<file path="config.mk">
export PLATFORM = sky130hd
export DESIGN_NAME = ux607_reg_responder
export DESIGN_NICKNAME = d
export VERILOG_FILES = /design/src/rtl/ux607_reg_responder.sv
export SDC_FILE = /design/constraint.sdc
export NUM_CORES = 1
export LEC_CHECK = 0
export CAP_MARGIN = 20
export CORE_ASPECT_RATIO = 1.2
export CORE_MARGIN = 2
export CORE_UTILIZATION = 45
export DETAILED_ROUTE_END_ITERATION = 12
export MAX_ROUTING_LAYER = met4
export PLACE_DENSITY_LB_ADDON = 0.12
export SETUP_SLACK_MARGIN = 0.3
export SLEW_MARGIN = 20
export SYNTH_ARGS = -nofsm -noshare
export SYNTH_HDL_FRONTEND = slang
export SYNTH_SLANG_ARGS = --single-unit
export TNS_END_PERCENT = 10
</file>
<file path="constraint.sdc">
create_clock -name clock -period 29.6 [get_ports clock]
set_clock_uncertainty 0.2 [all_clocks]
set_input_delay 8.88 -clock clock [delete_from_list [all_inputs] [get_ports clock]]
set_output_delay 8.88 -clock clock [all_outputs]
set_load 0.02 [all_outputs]
</file>
<file path="src/rtl/ux607_reg_responder.sv">
// rtl/ux607_reg_responder.sv - byte-maskable register bank answering single-beat requests
// through an in-order response FIFO.
module ux607_reg_responder #(
  parameter int NREGS      = 16,
  parameter int RESP_DEPTH = 2
) (
  input  logic                          clock,
  input  logic                          reset,
  output logic                          io_req_ready,
  input  logic                          io_req_valid,
  input  logic                          io_req_bits_read,
  input  logic [9:0]                    io_req_bits_index,
  input  logic [31:0]                   io_req_bits_data,
  input  logic [3:0]                    io_req_bits_mask,
  input  logic [9:0]                    io_req_bits_extra,
  input  logic                          io_resp_ready,
  output logic                          io_resp_valid,
  output logic                          io_resp_bits_read,
  output logic [31:0]                   io_resp_bits_data,
  output logic [9:0]                    io_resp_bits_extra,
  output logic                          io_resp_bits_err,
  output logic [NREGS*32-1:0]           io_regs,
  output logic [$clog2(RESP_DEPTH):0]   io_count
);

  localparam int          IW      = $clog2(NREGS);
  localparam int          PW      = $clog2(RESP_DEPTH);
  localparam logic [9:0]  NREGS_W = 10'(NREGS);

  logic [31:0]   r_regs [NREGS];
  logic [PW-1:0] r_enq_ptr;
  logic [PW-1:0] r_deq_ptr;
  logic          r_maybe_full;

  logic          r_q_read  [RESP_DEPTH];
  logic [31:0]   r_q_data  [RESP_DEPTH];
  logic [9:0]    r_q_extra [RESP_DEPTH];
  logic          r_q_err   [RESP_DEPTH];

  logic          w_ptr_match;
  logic          w_full;
  logic          w_empty;
  logic          w_do_req;
  logic          w_do_deq;
  logic          w_in_range;
  logic [IW-1:0] w_idx;
  logic [31:0]   w_resp_data;

  assign w_ptr_match = (r_enq_ptr == r_deq_ptr);
  assign w_full      = w_ptr_match & r_maybe_full;
  assign w_empty     = w_ptr_match & ~r_maybe_full;

  assign io_req_ready  = ~w_full;
  assign io_resp_valid = ~w_empty;
  assign w_do_req      = io_req_valid & io_req_ready;
  assign w_do_deq      = io_resp_valid & io_resp_ready;

  assign w_in_range  = (io_req_bits_index < NREGS_W);
  assign w_idx       = io_req_bits_index[IW-1:0];
  // Read data is sampled before the accept edge, so a same-edge write can never leak in.
  assign w_resp_data = (io_req_bits_read & w_in_range) ? r_regs[w_idx] : 32'd0;

  always_ff @(posedge clock or posedge reset) begin
    if (reset) begin
      for (int k = 0; k < NREGS; k++) r_regs[k] <= 32'd0;
    end else if (w_do_req & ~io_req_bits_read & w_in_range) begin
      for (int b = 0; b < 4; b++) begin
        if (io_req_bits_mask[b]) r_regs[w_idx][8*b +: 8] <= io_req_bits_data[8*b +: 8];
      end
    end
  end

  always_ff @(posedge clock or posedge reset) begin
    if (reset) begin
      r_enq_ptr    <= '0;
      r_deq_ptr    <= '0;
      r_maybe_full <= 1'b0;
    end else begin
      if (w_do_req) r_enq_ptr <= r_enq_ptr + 1'b1;
      if (w_do_deq) r_deq_ptr <= r_deq_ptr + 1'b1;
      if (w_do_req != w_do_deq) r_maybe_full <= w_do_req;
    end
  end

  // Payload storage is deliberately not reset; the pointers alone define validity.
  always_ff @(posedge clock) begin
    if (w_do_req) begin
      r_q_read[r_enq_ptr]  <= io_req_bits_read;
      r_q_data[r_enq_ptr]  <= w_resp_data;
      r_q_extra[r_enq_ptr] <= io_req_bits_extra;
      r_q_err[r_enq_ptr]   <= ~w_in_range;
    end
  end

  assign io_resp_bits_read  = r_q_read[r_deq_ptr];
  assign io_resp_bits_data  = r_q_data[r_deq_ptr];
  assign io_resp_bits_extra = r_q_extra[r_deq_ptr];
  assign io_resp_bits_err   = r_q_err[r_deq_ptr];

  assign io_count = {w_full, r_enq_ptr - r_deq_ptr};

  for (genvar k = 0; k < NREGS; k++) begin : g_regs_flat
    assign io_regs[32*k +: 32] = r_regs[k];
  end

endmodule

</file>
# Yosys cells after proc, flatten, opt, wreduce, memory -nomap -nowiden

Memories as Yosys holds them, arrays and structs flattened.
Cells that the tools add are included.

Flip-flop bits (word level): 515
Memory bits (writable): 88
Bits of input ports: 61
Memories kept: 4

Add/subtract/negate cells: 3
Magnitude comparators: 3
Equality and inequality tests: 2
Multiplexer cells: 25
Bitwise logic cells: 13
Reduce and logical (&&, ||, !) cells: 1

Memories:

| memory    | words | width | read ports | clocked after Yosys merged registers in | write ports | line | source |
|---|---|---|---|---|---|---|---|
| r_q_data  | 2     | 32    | 1          | 0                                       | 1           | 36   | `logic [31:0] r_q_data [RESP_DEPTH];` |
| r_q_extra | 2     | 10    | 1          | 0                                       | 1           | 37   | `logic [9:0] r_q_extra [RESP_DEPTH];` |
| r_q_err   | 2     | 1     | 1          | 0                                       | 1           | 38   | `logic r_q_err [RESP_DEPTH];` |
| r_q_read  | 2     | 1     | 1          | 0                                       | 1           | 35   | `logic r_q_read [RESP_DEPTH];` |

Operator list:

| cell                                                | count |
|---|---|
| 2-to-1 mux 512 bit                                  | 7 |
| bitwise mux 512 bit                                 | 4 |
| demux 32 bit (select 4 bit)                         | 4 |
| binary-select mux 32 bit (select 4 bit)             | 1 |
| 2-to-1 mux 32 bit                                   | 4 |
| 2-to-1 mux 24 bit                                   | 1 |
| 2-to-1 mux 16 bit                                   | 1 |
| < comparator 10 x 5 -> 1 bit, second input constant | 1 |
| 2-to-1 mux 8 bit                                    | 1 |
| bitwise AND 1 bit                                   | 7 |
| >= comparator 5 bit, second input constant          | 1 |
| < comparator 5 x 1 -> 1 bit, second input constant  | 1 |
| inverter 1 bit                                      | 5 |
| inverter 4 -> 5 bit                                 | 1 |
| adder 1 bit, second input constant                  | 2 |
| 2-to-1 mux 1 bit                                    | 2 |
| == test 1 bit                                       | 1 |
| logical AND 1 bit                                   | 1 |
| inequality test 1 bit                               | 1 |
| subtractor 1 bit                                    | 1 |

# Longest topological paths before layout

Depth after elaboration: 16
Gate-level depth with buffers: 8
Depth with buffers taken out: 5

# Worst setup path before layout

OpenSTA, ideal clock, no wires.

Path kind: in2reg
Start: input port io_req_valid
End: memory r_q_data[0][0], enable pin
Arrival: 10.827 ns
Slack: 18.128 ns
Cell stages on the path: 2
Cells stage by stage: nand2_1 > nor2_1

Cells in the longest elaborated chain, start to end: 3

RTL lines:

| what                                   | line | source |
|---|---|---|
| from (decl)                            | 10   | `input logic io_req_valid,` |
| bitwise AND 1 bit                      | 55   | `assign w_do_req = io_req_valid & io_req_ready;` |
| 2-to-1 mux 1 bit                       | 87   | `if (w_do_req) begin` |
| 2-to-1 mux 1 bit (implied by the code) | 89   | `r_q_data[r_enq_ptr] <= w_resp_data;` |
| to (decl)                              | 36   |  |

Every way passes these cells.

==> flow_summary_export.csv <==
group,metric,value,unit
status,outcome,"complete, no violations",
grt,grt-ovfl-total,0,
placed_design,port_buffers,620,
yosys,synthXorXnorAreaFrac,0.125,%
yosys,synth_compound_area_share,1.42,%
floorplanning,core-area,0.0593,mm2
worst_hold_path,min_to,"io_regs[477]",
grt,grt_pass1_wl,134000,um
yosys,synth.avg_cell_area,16.4,um2
timing,fin_ws,17.65,ns
clock_network,cts_setup_buffers,0,
route,drt_wl_total,92900,um
route,firstDrtPassIters,5,
yosys,ys_seq_area_share,57.7,%
setup_path,cpMaxStageDelayCell,"buf_4",
yosys,ys_types,38,
clock_network,cts_buffers,60,
timing,setup_tns,0,ns
timing,hold_viol_final,0,
clock_network,tritoncts,"built",
timing,period_share,40.4,%
yosys,synthAdderAreaFrac,0,%
route,vias,17823,
clock_network,holdBufCountCts,0,
yosys,yosys_warnings,0,
clock_network,post_cts_resize_count,0,
timing,finalCriticalPeriod,11.95,ns
worst_hold_path,hold_path_class,"reg -> reg",
setup_path,crit_chain,"clkdlybuf4s50_1, inv_8, buf_4, buf_4, buf_4, buf_16",
setup_path,timing.rr.start,"r_deq_ptr",
yosys,synth_edf_count,88,
yosys,synth_fp_nets,1702,
placed_design,gp_congestion,0.867,
clock_network,cts_sinks,603,
setup_path,cpMostUsedCell,"buf_4",
grt,grt_pass1_vias,19115,
setup_path,crit_path_start,"reset",
route,post-route-drc-count,0,
setup_path,critPathKind,"in -> async",
yosys,async_reset_ff_share,85.4,%
cells_and_area,drive_above_1_share,37.3,%
timing,relSlewSlack,22.2,%
yosys,synthSimpleGateAreaFrac,4.71,%
setup_path,critPathBufInv,6,
route,routedWlPerCell,30.1,um
floorplanning,start_util,45.4,%
route,drt_iter0_drc,1220,
grt,groute.usage.overall,31.0,%
pwr,p_leak,15.8,nW
timing,setup_viol,0,
yosys,muxShareOfSynthArea,34.3,%
yosys,synth-seq-cells,603,
floorplanning,die_w,227,um
grt,antenna_found_initial,5,
cells_and_area,syn2layout_area_growth,33.1,%
clock_network,ctsRootBufferMaster,"clkbuf_16",
route,viasPerCell,5.77,
route,ant_nets,0,
clock_network,path_clk_slew,0.06,ns
floorplanning,die_y,272,um
worst_hold_path,hp-start,"io_regs[477]",
setup_path,critPathArrivalTime,12.50,ns
cells_and_area,final_nets,2295,
timing,worstMarginPinSlew,1.16,ns
flow_run,max_cap_viol_count,0,
floorplanning,die-area,0.0618,mm2
pwr,p_per_area,54.9,mW/mm2
setup_path,reg2reg_to,"io_regs[474]",
yosys,ys.flop_type,"dfrtp_1",
timing,slew_viol_final,0,
setup_path,crit_fanout,135,
placed_design,place_ws,16.37,ns
timing,rsz0062_at_grt,"false",
setup_path,reg2reg_setup_slack,25.72,ns
placed_design,dp_hpwl,62200,um
clock_network,clkLatencyLatePin,0.62,ns
setup_path,r2r_cells,6,
setup_path,cp-end-kind,"async pin",
yosys,synth_top_family_by_area,"multiplexers",
setup_path,path_delay_family,"buffers and inverters",
grt,grt_max_degree,136,
yosys,synthCells,1641,
setup_path,slowest_delay,0.89,ns
yosys,syn_area,0.0269,mm2
pwr,vdd_drop_max,47.0,uV
setup_path,cp-start-kind,"input pin",
clock_network,cts_htree_levels,2,
timing,max_freq,83.7,MHz
floorplanning,ios,621,
clock_network,clock_path_buffers,3,
worst_hold_path,worstHoldPathCells,1,
setup_path,required,30.15,ns
floorplanning,row_count,98,
==> logic make-up after synthesis <==
| logic type | after synthesis |
|---|---|
| buffers and inverters | 106 |
| xor gates and xnor gates | 3 |
| DFF | 603 |
| AOI/OAI and AO/OA | 66 |
| muxes | 687 |
| and+or+nand+nor | 176 |
==> where the power goes <==
| part | switching [W] | total [W] | internal [W] |
|---|---|---|---|
| clock | 0.000324 | 0.000766 | 0.000442 |
| sequential | 0.0000288 | 0.000912 | 0.000883 |
| combinational | 0.000170 | 0.000288 | 0.000118 |
==> flip-flops by register name, summed over array words and instances (netlist names) <==
signal / flops
r_deq_ptr: 1
r_maybe_full: 1
r_enq_ptr: 1
r_q_extra: 20
io_regs: 512
r_q_err: 2
r_q_read: 2
r_q_data: 64
==> cell type report <==
class                      count  area [um2]
sequential                   603       15500
fill                        4701       23500
tap                          800        1000
multi-input combinational    932       11000
clock buffer                  96        1850
clock inverter                15         123
timing repair buffer         633        6330
inverter                       4        22.5
antenna                        5        12.5
==> metal layers <==
| metal | vias up | part of all wire (%) | track usage [%] | routed length (um) |
|---|---|---|---|---|
| met5 | - | 0 | - | 0 |
| met4 | 0 | 4.6 | 12.0 | 4250 |
| met3 | 194 | 7.5 | 7.91 | 7000 |
| met2 | 705 | 49 | 50.2 | 45900 |
| li1 | 7430 | - | - | - |
| met1 | 9494 | 38 | 37.3 | 35700 |
==> cells in the final DEF (no fill, tap or decap), types with 27 or more instances in the layout <==
master           count
dfrtp_1            514
o22ai_1             31
clkdlybuf4s50_1    618
o21ai_0             31
mux4_2             128
mux2_2             540
nor3_1              31
nor2_1              34
nor3_4              27
edfxtp_1            88
clkbuf_16           62
==> per-stage QoR <==
step                      instance area (um2)  hold slack [ns]  cells  utilization, %  power, W
after floorplan                         26900            0.312   1641               -   0.00107
after global placement                  33800            0.310   2971            57.0   0.00121
after detailed placement                33800            0.316   2971            57.0   0.00122
after CTS                               35800            0.328   3082            60.3   0.00198
after global routing                    35800            0.344   3088            60.4   0.00203
final                                   35800            0.326   3088            60.4   0.00197
==> cell usage after synthesis, types with 16 or more instances <==
cell type / n / area, um2
buf_2: 36 / 180
mux2_2: 540 / 6080
nand3_1: 16 / 80.1
edfxtp_1: 88 / 2640
nand2_1: 17 / 63.8
nor3_2: 17 / 170
o21ai_0: 31 / 155
nor3_1: 31 / 155
mux4_2: 128 / 2880
o22ai_1: 31 / 194
mux2_4: 16 / 240
nor3_4: 27 / 439
dfrtp_1: 515 / 12900
nor2_1: 35 / 131
clkbuf_1: 54 / 203
==> worst max-delay path by stage <==
stage	end	cells after the start
after global placement	r_deq_ptr	5
after detailed placement	r_deq_ptr	5
after CTS	r_deq_ptr	5
after global routing	r_deq_ptr	6
final	r_deq_ptr	6
after floorplan	io_regs[0]	1
(Power assumes the default switching activity.)
